**src/rtl/id_ex_pipe_reg.sv**
```systemverilog
// ID->EX pipeline register with branch kill, load-use bubble insertion, stall hold
// and saturating bubble/kill performance counters.
module id_ex_pipe_reg #(
  parameter int unsigned XLEN  = 32,
  parameter int unsigned CNT_W = 16
) (
  input  logic             clk,
  input  logic             rst_n,
  input  logic             Flush_EX,
  input  logic             flush_branch,
  input  logic             stall_EX,
  input  logic             valid_ID,
  input  logic [XLEN-1:0]  pc_ID,
  input  logic [XLEN-1:0]  rs1_val_ID,
  input  logic [XLEN-1:0]  rs2_val_ID,
  input  logic [XLEN-1:0]  imm_ID,
  input  logic [4:0]       rs1n_ID,
  input  logic [4:0]       rs2n_ID,
  input  logic [4:0]       rdn_ID,
  input  logic             RegWrite_ID,
  input  logic             MemToReg_ID,
  input  logic             MemWrite_ID,
  input  logic             ALUSrc_ID,
  input  logic [3:0]       ALUOp_ID,
  input  logic             Branch_ID,
  input  logic             Jump_ID,
  output logic             valid_EX,
  output logic [XLEN-1:0]  pc_EX,
  output logic [XLEN-1:0]  rs1_val_EX,
  output logic [XLEN-1:0]  rs2_val_EX,
  output logic [XLEN-1:0]  imm_EX,
  output logic [4:0]       rs1n_EX,
  output logic [4:0]       rs2n_EX,
  output logic [4:0]       rdn_EX,
  output logic             RegWrite_EX,
  output logic             MemToReg_EX,
  output logic             MemWrite_EX,
  output logic             ALUSrc_EX,
  output logic [3:0]       ALUOp_EX,
  output logic             Branch_EX,
  output logic             Jump_EX,
  output logic [CNT_W-1:0] bubble_cnt,
  output logic [CNT_W-1:0] kill_cnt
);

  localparam logic [CNT_W-1:0] CntOne = CNT_W'(1);

  logic             r_valid;
  logic [XLEN-1:0]  r_pc;
  logic [XLEN-1:0]  r_rs1_val;
  logic [XLEN-1:0]  r_rs2_val;
  logic [XLEN-1:0]  r_imm;
  logic [4:0]       r_rs1n;
  logic [4:0]       r_rs2n;
  logic [4:0]       r_rdn;
  logic             r_reg_write;
  logic             r_mem_to_reg;
  logic             r_mem_write;
  logic             r_alu_src;
  logic [3:0]       r_alu_op;
  logic             r_branch;
  logic             r_jump;
  logic [CNT_W-1:0] r_bubble_cnt;
  logic [CNT_W-1:0] r_kill_cnt;

  logic w_kill;
  logic w_hold;
  logic w_bubble;
  logic w_clear;

  always_comb begin
    w_kill   = flush_branch;
    w_hold   = !flush_branch && stall_EX;
    w_bubble = !flush_branch && !stall_EX && Flush_EX;
    w_clear  = w_kill || w_bubble;
  end

  // Bubble clears rs/rd numbers too so x0 never matches in forwarding/load-use checks.
  always_ff @(posedge clk or negedge rst_n) begin
    if (!rst_n) begin
      r_valid      <= 1'b0;
      r_pc         <= '0;
      r_rs1_val    <= '0;
      r_rs2_val    <= '0;
      r_imm        <= '0;
      r_rs1n       <= '0;
      r_rs2n       <= '0;
      r_rdn        <= '0;
      r_reg_write  <= 1'b0;
      r_mem_to_reg <= 1'b0;
      r_mem_write  <= 1'b0;
      r_alu_src    <= 1'b0;
      r_alu_op     <= '0;
      r_branch     <= 1'b0;
      r_jump       <= 1'b0;
    end else if (w_clear) begin
      r_valid      <= 1'b0;
      r_pc         <= '0;
      r_rs1_val    <= '0;
      r_rs2_val    <= '0;
      r_imm        <= '0;
      r_rs1n       <= '0;
      r_rs2n       <= '0;
      r_rdn        <= '0;
      r_reg_write  <= 1'b0;
      r_mem_to_reg <= 1'b0;
      r_mem_write  <= 1'b0;
      r_alu_src    <= 1'b0;
      r_alu_op     <= '0;
      r_branch     <= 1'b0;
      r_jump       <= 1'b0;
    end else if (!w_hold) begin
      r_valid      <= valid_ID;
      r_pc         <= pc_ID;
      r_rs1_val    <= rs1_val_ID;
      r_rs2_val    <= rs2_val_ID;
      r_imm        <= imm_ID;
      r_rs1n       <= rs1n_ID;
      r_rs2n       <= rs2n_ID;
      r_rdn        <= rdn_ID;
      r_reg_write  <= RegWrite_ID;
      r_mem_to_reg <= MemToReg_ID;
      r_mem_write  <= MemWrite_ID;
      r_alu_src    <= ALUSrc_ID;
      r_alu_op     <= ALUOp_ID;
      r_branch     <= Branch_ID;
      r_jump       <= Jump_ID;
    end
  end

  // Kill counts only real instructions discarded, even when EX is stalled.
  always_ff @(posedge clk or negedge rst_n) begin
    if (!rst_n) begin
      r_bubble_cnt <= '0;
      r_kill_cnt   <= '0;
    end else begin
      if (w_bubble && (r_bubble_cnt != '1)) begin
        r_bubble_cnt <= r_bubble_cnt + CntOne;
      end
      if (w_kill && valid_ID && (r_kill_cnt != '1)) begin
        r_kill_cnt <= r_kill_cnt + CntOne;
      end
    end
  end

  always_comb begin
    valid_EX    = r_valid;
    pc_EX       = r_pc;
    rs1_val_EX  = r_rs1_val;
    rs2_val_EX  = r_rs2_val;
    imm_EX      = r_imm;
    rs1n_EX     = r_rs1n;
    rs2n_EX     = r_rs2n;
    rdn_EX      = r_rdn;
    RegWrite_EX = r_reg_write;
    MemToReg_EX = r_mem_to_reg;
    MemWrite_EX = r_mem_write;
    ALUSrc_EX   = r_alu_src;
    ALUOp_EX    = r_alu_op;
    Branch_EX   = r_branch;
    Jump_EX     = r_jump;
    bubble_cnt  = r_bubble_cnt;
    kill_cnt    = r_kill_cnt;
  end

endmodule
```
**config.mk**
```make
export PLATFORM = sky130hd
export DESIGN_NAME = id_ex_pipe_reg
export DESIGN_NICKNAME = d
export VERILOG_FILES = /design/src/rtl/id_ex_pipe_reg.sv
export SDC_FILE = /design/constraint.sdc
export NUM_CORES = 1
export LEC_CHECK = 0
export ABC_CLOCK_PERIOD_IN_PS = 2800
export BUFFER_PORTS_ARGS = -buffer_cell sky130_fd_sc_hd__buf_2
export CAP_MARGIN = 30
export CORE_ASPECT_RATIO = 1.75
export CORE_MARGIN = 10
export CORE_UTILIZATION = 49
export CTS_BUF_LIST = sky130_fd_sc_hd__clkbuf_8 sky130_fd_sc_hd__clkbuf_16
export CTS_CLUSTER_SIZE = 12
export DETAILED_ROUTE_END_ITERATION = 6
export PLACE_DENSITY = 0.85
export SLEW_MARGIN = 0
export SYNTH_ARGS = -nofsm -noshare
export SYNTH_HDL_FRONTEND = slang
export SYNTH_SLANG_ARGS = --single-unit
```
**constraint.sdc**
```tcl
create_clock -name clk -period 2.8 [get_ports clk]
set_clock_uncertainty 0.15 [all_clocks]
set_input_delay 0.56 -clock clk [delete_from_list [all_inputs] [get_ports clk]]
set_output_delay 0.56 -clock clk [all_outputs]
set_load 0.01 [all_outputs]
```
==> summary.txt <==
Status
  • Outcome: complete, no violations

Detailed routing
  • Final wirelength: 21300 um
  • Routed WL per cell: 20.8 um
  • Initial DRT Pass Iterations: 4
  • Via count: 5542
  • Drc violations: 0
  • Initial DRC count: 230
  • DR vias/cell: 5.43
  • Routed Antenna Nets: 0

Critical path
  • Crit path kind: flop to flop
  • Crit start category: flop
  • WP data required: 2940 ps
  • Max Fanout on Critical Path: 9
  • CP Capture Type: flop
  • Crit path DAT: 2150 ps

Yosys
  • Prevailing post-synth register cell: dfrtp_1
  • Synthesis-stage register bit count: 186
  • Area leader, netlist: dfrtp_1
  • Mean post-synth cell area: 14.1 um^2
  • Synth Net Count: 652
  • FFs w/ async S/R, synth: 1.00
  • Area contributors post-synth: dfrtp_1, a22o_1, xor2_1, clkbuf_1, nand4_1
  • Post-synthesis cell count: 491
  • Yosys top cell area share: 0.671
  • Number of flops mapped to enable cells by yosys: 0
  • Synthesized area: 0.00694 mm^2
  • Yosys cell types: 36
  • Sequential cell area fraction in the yosys report: 0.671
  • Synth warnings: 0

Final layout
  • Share of layout cells above drive strength 1: 0.472
  • Antenna Diode Count: 0
  • Most frequent cells in the layout: buf_2, dfrtp_1, a22o_1
  • Nets: 991
  • Synthesis-to-finish area growth: 36.3%
  • Most common cell after layout, fill and taps aside: buf_2
  • Final Cell Area: 0.00946 mm^2
  • Fillers: 1044

Power
  • PwrDens: 643 mW/mm^2
  • Peak VDD IR: 0.430 mV
  • Leakage: 5.34 nW

Clocking
  • Num CTS Buffers: 17
  • CTS sink cnt: 186
  • Worst-Skew Late Latency: 410 ps
  • # Post-CTS Setup Buffers: 0
  • Clk slew on worst S/H paths: 80 ps
  • CTS tree: built
  • Clock buffer depth: 2
  • Clock Tree Root: clkbuf_16
  • # H-tree levels: 4

Timing
  • Slew HR: 0.607
  • Final setup TNS: 0 ps
  • RSZ-0062 raised after global routing: no
  • Worst slew pin tran: 589 ps
  • Tcrit/Tclk final: 0.717
  • # setup viols final: 0
  • PnR worst setup slack: 794 ps
  • Final Hold Fails: 0
  • Minimum clock period: 2010 ps
  • Max-slew violations: 0
  • Fmax: 498 MHz

Global route
  • First-pass GRT wire length: 32700 um
  • Pin count of the biggest net entering global routing: 81
  • GR Overflow Total: 0
  • Vias in the first global route: 6061
  • Overall Global Routing Usage: 0.213
  • Antenna violations before repair: 0

Floorplanning
  • Die Wd: 110 um
  • Row Count: 57
  • Die height: 177 um
  • # IOs: 345
  • Initial Util: 0.499
  • Core area: 0.0139 mm^2
  • Die area: 0.0195 mm^2

Hold path
  • Hold Crit Class: input pin to flop

Placed design
  • GPL Wtd Cong: 0.855
  • Dpl cell area: 0.00888 mm^2
  • Pre-CTS WS: 541 ps
  • HPWL after DPL: 16100 um
  • PortBufs: 344

Flow run
  • Max_cap viols: 0
-- cells by family after synthesis --
family,Yosys count,synth area share
xor gates and xnor gates,26,0.0328
AOI/OAI and AO/OA,158,0.199
and+or+nand+nor,78,0.0662
DFF,186,0.671
muxes,4,0.00649
buffers and inverters,37,0.0215
adders and majority gates,2,0.00360
-- metal layers --
layer  part of all wire  routed length, um  GRT usage  up-vias
li1                   -                  -          -     2546
met1               0.37               7950      0.250     2704
met3               0.10               2210     0.0745       28
met4              0.020                415     0.0675        0
met2               0.50              10700      0.355      264
met5                  0                  0          0        -
-- worst max-delay path: stages (launching register included) --
cell and delay (ps):
dfrtp_1 410, ha_1 190, nand3_1 160, nor4_4 550, nor2_1 140, mux2_2 290
-- flip-flops by register name, summed over array words and instances, names as in the netlist, 4 cells and up --
| register | flops |
|---|---|
| ALUOp_EX | 4 |
| bubble_cnt | 16 |
| imm_EX | 32 |
| kill_cnt | 16 |
| pc_EX | 32 |
| rdn_EX | 5 |
| rs1_val_EX | 32 |
| rs1n_EX | 5 |
| rs2_val_EX | 32 |
| rs2n_EX | 5 |
-- synthesized netlist by cell type (all sizes together) (2+ instances only) --
cell type and n:
clkbuf 21, a22o 154, nand2 15, and4 2
nor2 10, nand4 11, nor3b 2, mux2 4
xor2 21, ha 2, and3 3, or2 2
a31oi 2, dfrtp 186, nor3 11, xnor2 5
buf 15, nand3 6, nor4 8
-- per-stage QoR --
step,hold slack [ps],instances,total power [mW],utilization
6_report,201,1020,6.09,0.680
5_1_grt,185,1020,6.36,0.680
4_1_cts,184,1020,6.15,0.680
3_5_place_dp,335,987,3.85,0.639
3_3_place_gp,332,987,3.82,0.639
2_1_floorplan,114,491,3.37,-
-- final timing paths --
| check | from | to | slack [ps] | cells past startpoint |
|---|---|---|---|---|
| setup / recovery | bubble_cnt[0] | bubble_cnt[1] | 790 | 5 |
| hold / removal | ALUSrc_ID | ALUSrc_EX | 200 | 2 |
| setup reg to reg | bubble_cnt[0] | bubble_cnt[1] | 790 | 5 |
| hold reg to reg | kill_cnt[15] | kill_cnt[15] | 340 | 1 |
| max in group asynchronous | rst_n | imm_EX[28] | 1250 | 3 |
| min in group asynchronous | rst_n | rs1_val_EX[17] | 540 | 2 |
-- layout make-up --
type / count / area [um^2] / share of cell area
clock buffers: 18 / 439 / 0.0464
well taps: 177 / 221 / 0.0234
repair buffers: 356 / 1870 / 0.198
clock inverters: 14 / 126 / 0.0134
inverters: 1 / 3.75 / 0.000397
multi-input cells: 268 / 2140 / 0.227
flip-flops and latches: 186 / 4650 / 0.492
-- power by group --
| part | switching, mW | internal [mW] | leakage, nW |
|---|---|---|---|
| Sequential | 0.166 | 2.85 | 2.52 |
| Combinational | 0.426 | 0.344 | 2.53 |
| Clock | 1.10 | 1.20 | 0.285 |
-- repair_timing --
| action | 4_1_cts | 5_1_grt |
|---|---|---|
| hold endpoints to repair | 30 | 0 |
| resized for setup | 0 | 0 |
| hold buffers | 1 | 0 |
Power figures use the tool's default switching activity.
